`src/rtl/instr_fetch.sv`:
```
// LEGv8 instruction fetch: PC, single-outstanding imem request, prefetch FIFO, branch redirect.
// Optional macro FETCH_BYPASS_EN: forward a response straight to decode when the FIFO is empty.
module instr_fetch #(
    parameter int unsigned DEPTH    = 2,
    parameter logic [63:0] RESET_PC = 64'h0
) (
    input  logic        clk,
    input  logic        reset,
    output logic        imem_req,
    output logic [63:0] imem_addr,
    input  logic        imem_ready,
    input  logic        imem_rvalid,
    input  logic [31:0] imem_rdata,
    output logic        out_valid,
    output logic [31:0] out_instr,
    output logic [63:0] out_pc,
    input  logic        out_ready,
    input  logic        redirect,
    input  logic        redirect_uncond,
    input  logic [63:0] redirect_pc,
    input  logic [31:0] redirect_instr
);

    localparam int unsigned PTR_W = (DEPTH > 1) ? $clog2(DEPTH) : 1;
    localparam int unsigned CNT_W = $clog2(DEPTH + 1);

    typedef enum logic [1:0] {S_FETCH, S_WAIT, S_DROP} state_e;

    state_e             state_q, state_d;
    logic [63:0]        pc_q, pc_d;
    logic [63:0]        tag_q, tag_d;
    logic [CNT_W-1:0]   count_q, count_d;
    logic [PTR_W-1:0]   rd_q, rd_d;
    logic [PTR_W-1:0]   wr_q, wr_d;
    logic [31:0]        instr_mem_q [DEPTH];
    logic [31:0]        instr_mem_d [DEPTH];
    logic [63:0]        pc_mem_q [DEPTH];
    logic [63:0]        pc_mem_d [DEPTH];

    logic               fire_c;
    logic               resp_c;
    logic               bypass_c;
    logic               push_c;
    logic               pop_c;
    logic [63:0]        imm_c;
    logic [63:0]        target_c;
    logic               unused_instr_c;

    assign unused_instr_c = ^redirect_instr[31:26];

    // Branch target: B uses imm26, CBZ uses imm19, both word offsets.
    always_comb begin
        imm_c = '0;
        if (redirect_uncond) begin
            imm_c = {{38{redirect_instr[25]}}, redirect_instr[25:0]};
        end else begin
            imm_c = {{45{redirect_instr[23]}}, redirect_instr[23:5]};
        end
        target_c = redirect_pc + (imm_c << 2);
    end

    assign imem_req  = (state_q == S_FETCH) && (count_q < CNT_W'(DEPTH)) && !redirect && !reset;
    assign imem_addr = pc_q;
    assign fire_c    = imem_req && imem_ready;
    assign resp_c    = (state_q == S_WAIT) && imem_rvalid;

`ifdef FETCH_BYPASS_EN
    assign bypass_c = resp_c && (count_q == '0) && !redirect;
`else
    assign bypass_c = 1'b0;
`endif

    assign out_valid = (count_q != '0) || bypass_c;
    assign out_instr = bypass_c ? imem_rdata : instr_mem_q[rd_q];
    assign out_pc    = bypass_c ? tag_q      : pc_mem_q[rd_q];
    assign pop_c     = (count_q != '0) && out_ready;
    assign push_c    = resp_c && !(bypass_c && out_ready);

    // Next-state: PC, tag, FIFO and fetch FSM.
    always_comb begin
        state_d     = state_q;
        pc_d        = pc_q;
        tag_d       = tag_q;
        count_d     = count_q;
        rd_d        = rd_q;
        wr_d        = wr_q;
        instr_mem_d = instr_mem_q;
        pc_mem_d    = pc_mem_q;

        case (state_q)
            S_FETCH: if (fire_c) state_d = S_WAIT;
            // A response landing in the redirect cycle is the outstanding one; nothing left to drop.
            S_WAIT:  if (imem_rvalid) state_d = S_FETCH;
                     else if (redirect) state_d = S_DROP;
            S_DROP:  if (imem_rvalid) state_d = S_FETCH;
            default: state_d = S_FETCH;
        endcase

        if (redirect) begin
            pc_d    = target_c;
            count_d = '0;
            rd_d    = '0;
            wr_d    = '0;
        end else begin
            if (fire_c) begin
                tag_d = pc_q;
                pc_d  = pc_q + 64'd4;
            end
            if (push_c) begin
                instr_mem_d[wr_q] = imem_rdata;
                pc_mem_d[wr_q]    = tag_q;
                wr_d = (wr_q == PTR_W'(DEPTH - 1)) ? '0 : wr_q + PTR_W'(1);
            end
            if (pop_c) begin
                rd_d = (rd_q == PTR_W'(DEPTH - 1)) ? '0 : rd_q + PTR_W'(1);
            end
            count_d = count_q + CNT_W'(push_c) - CNT_W'(pop_c);
        end
    end

    always_ff @(posedge clk) begin
        if (reset) begin
            state_q     <= S_FETCH;
            pc_q        <= RESET_PC;
            tag_q       <= '0;
            count_q     <= '0;
            rd_q        <= '0;
            wr_q        <= '0;
            instr_mem_q <= '{default: '0};
            pc_mem_q    <= '{default: '0};
        end else begin
            state_q     <= state_d;
            pc_q        <= pc_d;
            tag_q       <= tag_d;
            count_q     <= count_d;
            rd_q        <= rd_d;
            wr_q        <= wr_d;
            instr_mem_q <= instr_mem_d;
            pc_mem_q    <= pc_mem_d;
        end
    end

endmodule

```
`config.mk`:
```
export PLATFORM = sky130hd
export DESIGN_NAME = instr_fetch
export DESIGN_NICKNAME = d
export VERILOG_FILES = /design/src/rtl/instr_fetch.sv
export SDC_FILE = /design/constraint.sdc
export NUM_CORES = 1
export LEC_CHECK = 0
export BUFFER_PORTS_ARGS = -buffer_cell sky130_fd_sc_hd__buf_2
export CORE_AREA = 2 2 191 193
export DETAILED_ROUTE_END_ITERATION = 8
export DIE_AREA = 0 0 193 195
export PLACE_DENSITY = 0.68
export SLEW_MARGIN = 20
export SYNTH_ARGS = -nofsm -noshare
export SYNTH_HDL_FRONTEND = slang
export SYNTH_SLANG_ARGS = --single-unit
```
`constraint.sdc`:
```
create_clock -name clk -period 4.7 [get_ports clk]
set_input_delay 0.235 -clock clk [delete_from_list [all_inputs] [get_ports clk]]
set_output_delay 0.235 -clock clk [all_outputs]
set_load 0.05 [all_outputs]
```
# == After elaboration in Yosys (flattened, before gate mapping) ==
# Index checks and enable logic that the tools add are counted.
# classes
order_cmp,4
n_mux,22
bitwise_logic,3
add_sub_neg,6
reduce_logical,16
n_eq_ne,5
# op_table
operator,count
$mux W64,6
$bwmux W128,1
$mux W32,4
$add A64 B3 Y64 const B,1
$add A64 B64 Y64,1
$bwmux W64,1
$demux W64 S1,1
$mux W62,1
$demux W32 S1,1
$mux W2,4
$logic_and A1 B1 Y1,7
$pmux W2 S3,1
$ge A2 B2 Y1 const B,2
$ne A2 B2 Y1 const B,2
$not A1 Y2,2
$reduce_and A2 Y1,2
$reduce_bool A2 Y1,2
$ne A3 B3 Y1 const B,1
$reduce_and A3 Y1,1
$add A1 B1 Y1 const B,2
$add A2 B1 Y2,1
$eq A2 B1 Y1 const B,1
$eq A2 B2 Y1 const B,1
$logic_not A1 Y1,2
7 further kinds,8
# totals
wordCells,66
input_bits,135
register_bits,326

# == Logic depth before layout (Yosys ltp) ==
# Gate-level depths: netlist (run 1).
# depth
word_depth,7
depth_mapped,16
depth_no_buf,13

# == Worst setup path after synthesis (run 1) ==
# No wires, ideal clock.
# synth_path
kind,input port to flip-flop
from,input redirect_uncond
to,"register pc_q[61], in the netlist imem_addr[61]"
arrival_time_ps,3978
cell_stages,15
setup_time_ps,92
path_slack_ps,630
required_time_ps,4608
path_cell_list,clkbuf_1 nand2b_1 nand2_1 ha_1 buf_2 and3_1 nand2_1 or4_1 and3_1 o221ai_1 a22oi_1 a21oi_1 o2111ai_1 and3_1 o32ai_1
# synth_via
elab_chain_cells,3
# synth_lines
item,line_no,text
from (decl),19,"input logic redirect_uncond,"
$mux W62,54,if (redirect_uncond) begin
$add A64 B64 Y64,59,target_c = redirect_pc + (imm_c << 2);
$mux W64,99,if (redirect) begin
to (signal assigned),133,pc_q <= pc_d;
to (decl),30,"logic [63:0] pc_q, pc_d;"
# Every way passes these cells.
# A chain may end at the register's enable or synchronous reset.

# == Worst setup path in the final report (run 1) ==
# Same ends and word-level chain as after synthesis.

==> flow_summary.yaml, run 1 <==
detailed_routing:
  drt_iter0_markers: 1055
  ant_nets: 0
  dr.pass1.iters: 5
  vias: 16100
  wl_per_cell_um: 17.3
  wirelength_um: 50500
  drc: 0
  vias_per_cell: 5.53
flow_run:
  cap_violations: 0
floorplanning:
  coreArea_mm2: 0.0354
  initial_core_util_pct: 48.6
  die_w_um: 193
  fp.dieH_um: 195
  dieArea_mm2: 0.0376
  rows: 69
  ios: 297
global_routing:
  grt_max_degree: 110
  grt_first_pass_wirelength_um: 79200
  grt_pass1_vias: 15100
  gr-usage-all-layers_pct: 25.9
  antenna_found_initial: 1
  overflow: 0
synthesis:
  synth_top_cell_by_area: "dfxtp_1"
  synth_common_cells: "608 x nand2_1, 342 x a21oi_1, 326 x dfxtp_1, 134 x clkbuf_1, 114 x mux2_2"
  synth-edff-count: 0
  synth.top_cell.area_share_pct: 37.9
  syn_avg_cell_area_um2: 7.82
  ys_seq_area_share_pct: 37.9
  synthesis.nets: 2401
  synth.top_cells.by_area: "dfxtp_1 38%, nand2_1 13%, a21oi_1 9.9%"
  synth.distinct_cells: 76
  netlist_instances: 2201
  ys_async_sr_fraction_pct: 0
  yosys_warnings: 0
  synth_area_mm2: 0.0172
  synth_seq_cells: 326
  synth_ff_type: "dfxtp_1"
  synth.most_common_cell: "nand2_1"
setup_path:
  critPathRequiredTime_ps: 5120
  r2r_cells: 9
  crit_path_end_kind: "register"
  critical_path_class: "in2reg"
  worst-path-max-fanout: 12
  crit_start: "redirect_uncond"
  critPathLaunchType: "input port"
  worst-endpoint-arrival_ps: 4060
  rrSetupSlack_ps: 1470
  reg2reg_from: "state_q[1]"
  crit_path_end: "imem_addr[61]"
  r2r-end: "imem_addr[63]"
timing:
  setup_slack_ps: 1060
  period_needed_ps: 3640
  max_freq_ghz: 0.275
  grt_setup_unrepaired: "no"
  slew_headroom_pct: 27.0
  finalHoldViolCount: 0
  setup_viol: 0
  fin_tns_setup_ps: 0
  fin_crit_sh_pct: 77.4
  tightest_slew_ps: 1100
  skew_ps: 18.7
  finalMaxSlewViolations: 0
placement:
  dp_slack_ps: 630
  gp_congestion: 0.924
  place_inst: 2819
  hpwl_um: 34500
  post_dp_cell_area_mm2: 0.0188
  portBuffers: 290
layout:
  final_area_mm2: 0.0204
  final_cells: 2916
  drive_above_1_share_pct: 20.8
  fillers: 3374
  nNetsFinal: 2629
  area_growth_syn_to_layout_pct: 18.6
pwr:
  power.leakage_nw: 8.30
  power_mw: 7.21
  peakVddDrop_v: 0.000262
  powerDensity_mw_per_mm2: 353
run_status:
  status: "finished, final reports clean"
cts:
  cts.path.max_buffers: 3
  postCtsResizedCells: 0
  cts_made_buffers: 34
  clockRootBuffer: "clkbuf_16"
  htreeDepth: 2
  clock-sinks: 326
  clock_latency_ps: 510
  cts_tree: "done"
  clkTransAtPathRegs_ps: 60
hold_path:
  min_path_type: "in2reg"
critical path: stages:
cell and delay (ps):
buf_2 250, nand2b_1 270, nand2_1 280, ha_1 550
and3_1 260, nand2_1 100, or4_1 500, and3_1 200
o221ai_1 220, a22oi_1 160, a21oi_1 340, o2111ai_1 230
and3_1 240, o32ai_1 230
layout by cell type, fill, tap and decap left out, types with 15 or more instances in the layout:
cell           count
nor2_1            89
nand3_1           35
nand2_1          606
mux2_2           114
a21oi_1          342
xor2_1            44
inv_1             25
buf_2            288
o22ai_1           15
and3_1            20
nor3_1            17
a211oi_1          37
xnor2_1           64
nand4_1           29
clkbuf_16         37
buf_4             19
dfxtp_1          325
o21ai_0           30
a21o_1            35
dlygate4sd3_1     35
ha_1              64
o21bai_1          15
worst min path at each step:
stage,start,slack (ps),depth (start not counted),endpoint
finish,redirect,60,2,imem_addr[53]
global route,redirect,60,2,imem_addr[53]
CTS,redirect,40,2,imem_addr[53]
detailed placement,instr_mem_q[14],440,2,instr_mem_q[14]
global placement,imem_rvalid,430,2,state_q[1]
floorplan,imem_rvalid,310,1,state_q[1]
where the power goes:
part	switching (mW)	total [mW]	internal, mW	leakage [nW]
registers	0.125	2.97	2.85	2.64
clock network	1.08	2.87	1.79	0.609
logic	0.895	1.37	0.474	5.05
area by class of cell:
| class | instances | area (um^2) | share of cell area [%] |
|---|---|---|---|
| Sequential cell | 326 | 6530 | 32.0 |
| Antenna cell | 1 | 2.50 | 0.0123 |
| Clock buffer | 50 | 1060 | 5.22 |
| Tap cell | 461 | 577 | 2.83 |
| Inverter | 25 | 93.8 | 0.460 |
| Clock inverter | 11 | 155 | 0.760 |
| Timing Repair Buffer | 343 | 1950 | 9.55 |
| Multi-Input combinational cell | 1699 | 10000 | 49.2 |
stage by stage:
| step | util, % | hold WS [ps] |
|---|---|---|
| 2_1_floorplan | - | 314 |
| 3_3_place_gp | 53.2 | 435 |
| 3_5_place_dp | 53.2 | 443 |
| 4_1_cts | 57.7 | 42.5 |
| 5_1_grt | 57.7 | 56.9 |
| 6_report | 57.7 | 60.6 |
layer usage:
layer | GRT usage [%] | vias to the layer above | share of wire [%]
li1 | - | 8061 | -
met1 | 35.9 | 7499 | 45
met2 | 41.0 | 491 | 45
met3 | 5.05 | 82 | 7.5
met4 | 7.27 | 0 | 2.6
met5 | 0 | - | 0
what timing repair did:
action                                 4_1_cts  5_1_grt
endpoints found under the hold margin       65        0
setup endpoints to repair                    0        0
setup buffers                                0        0
hold buffers                                35        0
cell families after synthesis:
group	share of synthesized area [%]
XOR/XNOR	5.59
adder cells (fa/ha/maj)	4.77
multiplexers	7.63
flip-flops	37.9
AO/OA/AOI/OAI	18.7
buffers and inverters	3.90
AND/OR/NAND/NOR	21.5
flip-flops by register name, summed over array words and instances (netlist names):
register,flops
pc_mem_q,128
imem_addr,64
instr_mem_q,64
wr_q,1
count_q,2
rd_q,1
tag_q,64
state_q,2
No activity file was read; power rests on OpenSTA's default activity.
==> inputs of run 2 (changes only) <==
Clock period 4.7 ns to 3.4 ns, I/O delays scaled along.
==> run 2 against run 1 <==
- design area rose by 3.8%
- register-to-register slack got worse by 1100 ps
- non-clock buffer count rose by 96
- die area did not move
- first-iteration DRC count fell by 18%
- sequential share of layout area fell by 1.2 points
- flip-flop and latch count did not move
- largest cell class unchanged
- setup slack got worse by 820 ps
==> flow_summary.yaml, run 2 (same netlist as run 1, synthesis figures left out) <==
run_status:
  status: "finished, final reports clean"
detailed_routing:
  wirelength_um: 51600
  wl_per_cell_um: 17.1
  drt_iter0_markers: 866
  vias_per_cell: 5.44
  ant_nets: 0
  dr.pass1.iters: 6
  drc: 0
  vias: 16400
timing:
  fin_crit_sh_pct: 92.8
  grt_setup_unrepaired: "no"
  finalMaxSlewViolations: 0
  max_freq_ghz: 0.317
  holdWs_ps: 52.2
  period_needed_ps: 3150
  finalHoldViolCount: 0
  tightest_slew_ps: 1000
  setup_viol: 0
  slew_headroom_pct: 33.3
  skew_ps: 15.4
placement:
  hpwl_um: 36800
  portBuffers: 290
  gp_congestion: 0.919
pwr:
  combPwrFrac_pct: 20.6
  clkPwrFrac_pct: 38.7
  powerDensity_mw_per_mm2: 476
  switching_power_mw: 2.97
  peakVddDrop_v: 0.000512
  power.leakage_nw: 8.78
  sequentialPowerShare_pct: 40.7
  internal_power_mw: 7.11
  swShare_pct: 29.4
  power_mw: 10.1
layout:
  largest_reg_flops: 128
  layout_commonest_cell: "nand2_1"
  finish.utilization_pct: 59.9
  insertedDiodeCount: 0
  regMostFlops: "pc_mem_q"
  nNetsFinal: 2725
  final_cell_mix: "605 x nand2_1, 342 x a21oi_1, 325 x dfxtp_1, 288 x buf_2, 114 x mux2_2"
  drive_above_1_share_pct: 23.8
  area_growth_syn_to_layout_pct: 23.1
hold_path:
  min_path_type: "in2reg"
cts:
  cts_tree: "done"
  postCtsResizedCells: 0
  cts.path.max_buffers: 3
  post_cts_buffers: 0
  clock_latency_ps: 510
  clkTransAtPathRegs_ps: 60
  clockRootBuffer: "clkbuf_16"
  htreeDepth: 2
  clock-sinks: 326
  cts_made_buffers: 34
flow_run:
  cap_violations: 0
setup_path:
  critPathRequiredTime_ps: 3740
  cp_cell_sequence: "buf_2 > mux2_2 > ha_1 > fa_1 > a21o_1 > a221o_1 > a21oi_1 > o221ai_1 > a31o_2 > a21oi_2 > o31ai_2 > a21oi_2 > mux2i_1 > a211oi_1"
  cp_slowest_cell: "fa_1"
  cpMostUsedCell: "a21oi_2"
  worst-endpoint-arrival_ps: 3500
  crit_path_end_kind: "register"
  worst-path-max-fanout: 4
  critical_path_class: "in2reg"
  rrSetupSlack_ps: 370
  critPathLaunchType: "input port"
  max_stage_delay_ps: 390
global_routing:
  grt_max_degree: 99
  antenna_found_initial: 0
  overflow: 0
  grt_first_pass_wirelength_um: 81200
  grt_pass1_vias: 15600
  gr-usage-all-layers_pct: 26.5
floorplanning:
  fp.dieH_um: 195
  coreArea_mm2: 0.0354
  ios: 297
  die_w_um: 193
  initial_core_util_pct: 48.6
  dieArea_mm2: 0.0376
  rows: 69
==> run 2: worst paths after layout <==
| check | cells past startpoint | startpoint | endpoint |
|---|---|---|---|
| setup / recovery | 14 | redirect_uncond | imem_addr[54] |
| hold / removal | 2 | reset | pc_mem_q[112] |
| setup reg to reg | 9 | imem_addr[9] | imem_addr[42] |
| hold reg to reg | 2 | pc_mem_q[63] | pc_mem_q[63] |
==> run 2: layout make-up <==
cell class                 instances  area [um^2]
clock inverter                    12          150
clock buffer                      50         1050
sequential                       326         6530
tap                              461          577
inverter                          25         93.8
fill                            3264        14200
timing repair buffer             439         2730
multi-input combinational       1699        10100
==> run 2: metal layers <==
metal / track usage (%) / part of all wire, % / vias up
li1: - / - / 8244
met1: 37.1 / 46 / 7600
met2: 41.6 / 45 / 485
met3: 5.01 / 6.9 / 69
met4: 7.66 / 2.6 / 0
met5: 0 / 0 / -
==> run 2: power by group through the flow <==
stage | clock network (mW) | logic [mW] | registers, mW
floorplan | 0 | 1.06 | 4.44
global placement | 0 | 2.02 | 4.18
detailed placement | 0 | 2.02 | 4.18
CTS | 3.98 | 2.07 | 4.10
global route | 4.13 | 2.26 | 4.12
finish | 3.90 | 2.08 | 4.10
==> run 2: stage by stage <==
step | setup slack [ps] | cell area, um^2 | std cells | TNS (ps)
CTS | 272 | 21200 | 3012 | 0
global route | 16.6 | 21200 | 3012 | 0
finish | 246 | 21200 | 3012 | 0
floorplan | 37.8 | 17200 | 2201 | 0
global placement | -178 | 19600 | 2914 | -1850
detailed placement | -253 | 19600 | 2914 | -2570
==> run 2: timing repair <==
item / 4_1_cts / 5_1_grt
hold endpoints to repair: 68 / 0
setup endpoints to repair: 0 / 0
hold buffers: 36 / 0
==> run 2: critical path: cells and delay by family <==
| kind | cells | cell delay [ps] |
|---|---|---|
| AO/OA/AOI/OAI | 9 | 2010 |
| buffers and inverters | 1 | 130 |
| multiplexers | 2 | 580 |
| adder cells (fa/ha/maj) | 2 | 600 |
==> inputs of run 3 (changes only) <==
Settings changed: CORE_AREA 2 2 191 193 to 2 2 206 208, DIE_AREA 0 0 193 195 to 0 0 208 210, PLACE_DENSITY 0.68 to 0.6.
==> run 3 against run 2 <==
- count of clock-buffer cells in the layout increased by 4
- flip-flop and latch count unchanged
- clock skew decreased by 4.6 ps
==> flow_summary.yaml, run 3 (same netlist as run 1, synthesis figures left out) <==
global_routing:
  gr-usage-all-layers_pct: 23.7
  grt_first_pass_wirelength_um: 84500
  grt_max_degree: 234
  antenna_found_initial: 2
  grt_pass1_vias: 15500
  overflow: 0
setup_path:
  crit_path_end_kind: "register"
  critical_path_class: "in2reg"
  cpMostUsedCell: "buf_4"
  cp_slowest_cell: "or4_1"
  worst-endpoint-arrival_ps: 3540
  max_stage_delay_ps: 460
  critPathLaunchType: "input port"
  worst-path-max-fanout: 18
  critPathRequiredTime_ps: 3820
  cp_cell_sequence: "buf_2 > buf_4 > mux2_2 > ha_1 > nand4_1 > buf_4 > or4_1 > o22ai_1 > a22oi_1 > a21oi_1 > buf_4 > o2111ai_1 > and3_1 > o32ai_1"
pwr:
  power.leakage_nw: 8.74
  power_mw: 10.1
  peakVddDrop_v: 0.000268
  swShare_pct: 29.4
  clkPwrFrac_pct: 38.9
  switching_power_mw: 2.99
  combPwrFrac_pct: 20.6
  powerDensity_mw_per_mm2: 477
  sequentialPowerShare_pct: 40.5
  internal_power_mw: 7.16
cts:
  clkTransAtPathRegs_ps: 60
  clockRootBuffer: "clkbuf_16"
  clock_latency_ps: 510
  htreeDepth: 2
  clock-sinks: 326
  cts_tree: "done"
  cts.path.max_buffers: 3
  cts_made_buffers: 35
  post_cts_buffers: 0
placement:
  gp_congestion: 0.864
  portBuffers: 290
  hpwl_um: 37700
  place_inst: 2986
floorplanning:
  rows: 75
  die_w_um: 208
  dieArea_mm2: 0.0437
  ios: 297
  coreArea_mm2: 0.0415
  initial_core_util_pct: 41.5
  fp.dieH_um: 210
timing:
  skew_ps: 10.8
  tightest_slew_ps: 1350
  fin_tns_setup_ps: 0
  slew_headroom_pct: 10.2
  fin_crit_sh_pct: 91.7
  holdWs_ps: 51.1
  finalHoldViolCount: 0
  max_freq_ghz: 0.321
  grt_setup_unrepaired: "no"
  setup_viol: 0
  period_needed_ps: 3120
  finalMaxSlewViolations: 0
detailed_routing:
  vias_per_cell: 5.29
  drt_iter0_markers: 1054
  vias: 16300
  wl_per_cell_um: 17.5
  ant_nets: 0
  wirelength_um: 53900
  drc: 0
  dr.pass1.iters: 5
flow_run:
  cap_violations: 0
run_status:
  status: "finished, final reports clean"
layout:
  drive_above_1_share_pct: 23.6
  largest_reg_flops: 128
  fillers: 4125
  multi_input_comb_area_mm2: 0.0101
  final_cell_mix: "605 x nand2_1, 342 x a21oi_1, 325 x dfxtp_1, 288 x buf_2, 114 x mux2_2"
  ff_latch_area_mm2: 0.00653
  final_cells: 3083
  regMostFlops: "pc_mem_q"
  layout_commonest_cell: "nand2_1"
  area_growth_syn_to_layout_pct: 23.5
  nNetsFinal: 2719
  insertedDiodeCount: 0
hold_path:
  min_path_type: "in2reg"
[run 3: power by group through the flow]
stage	combinational (mW)	sequential, mW	clock, mW
finish	2.09	4.11	3.94
global route	2.26	4.12	4.19
CTS	2.08	4.10	4.04
detailed placement	2.04	4.19	0
global placement	2.03	4.19	0
floorplan	1.06	4.44	0
[run 3: final timing paths]
path / startpoint / cells after the start / to / slack [ps]
min reg2reg: pc_mem_q[13] / 2 / pc_mem_q[13] / 450
max: redirect_uncond / 14 / imem_addr[61] / 280
min: redirect_pc[2] / 4 / imem_addr[2] / 50
max reg2reg: imem_addr[24] / 10 / imem_addr[49] / 430
[run 3: area by class of cell]
class	instances	area share, %
clock inverters	8	0.553
multi-input cells	1699	47.4
well taps	539	3.17
flip-flops and latches	326	30.7
clock buffers	54	5.13
inverters	25	0.442
repair buffers	432	12.6
[run 3: routing by layer]
| layer | vias up | global-route usage [%] | wire length, um |
|---|---|---|---|
| li1 | 8218 | - | - |
| met5 | - | 0 | 11 |
| met3 | 74 | 4.20 | 3390 |
| met2 | 450 | 36.4 | 23400 |
| met1 | 7563 | 34.2 | 25900 |
| met4 | 2 | 6.33 | 1230 |
[run 3: stage by stage]
step | util (%) | cell area [um^2] | setup WS (ps)
3_5_place_dp | 47.5 | 19700 | -243
2_1_floorplan | - | 17200 | 37.8
4_1_cts | 51.2 | 21200 | 289
5_1_grt | 51.2 | 21300 | 58.9
3_3_place_gp | 47.5 | 19700 | -203
6_report | 51.2 | 21300 | 283
[run 3: what timing repair did]
item                       CTS  global route
hold endpoints to repair    68             0
gates resized for setup      0             1
hold buffers                35             0
setup endpoints to repair    0             1
[run 3: worst max-delay path: cells and delay by family]
kind,cells,cell delay (ps)
AO/OA/AOI/OAI,5,1080
adder cells (fa/ha/maj),1,380
buffers and inverters,4,680
multiplexers,1,360
AND/OR/NAND/NOR,3,860
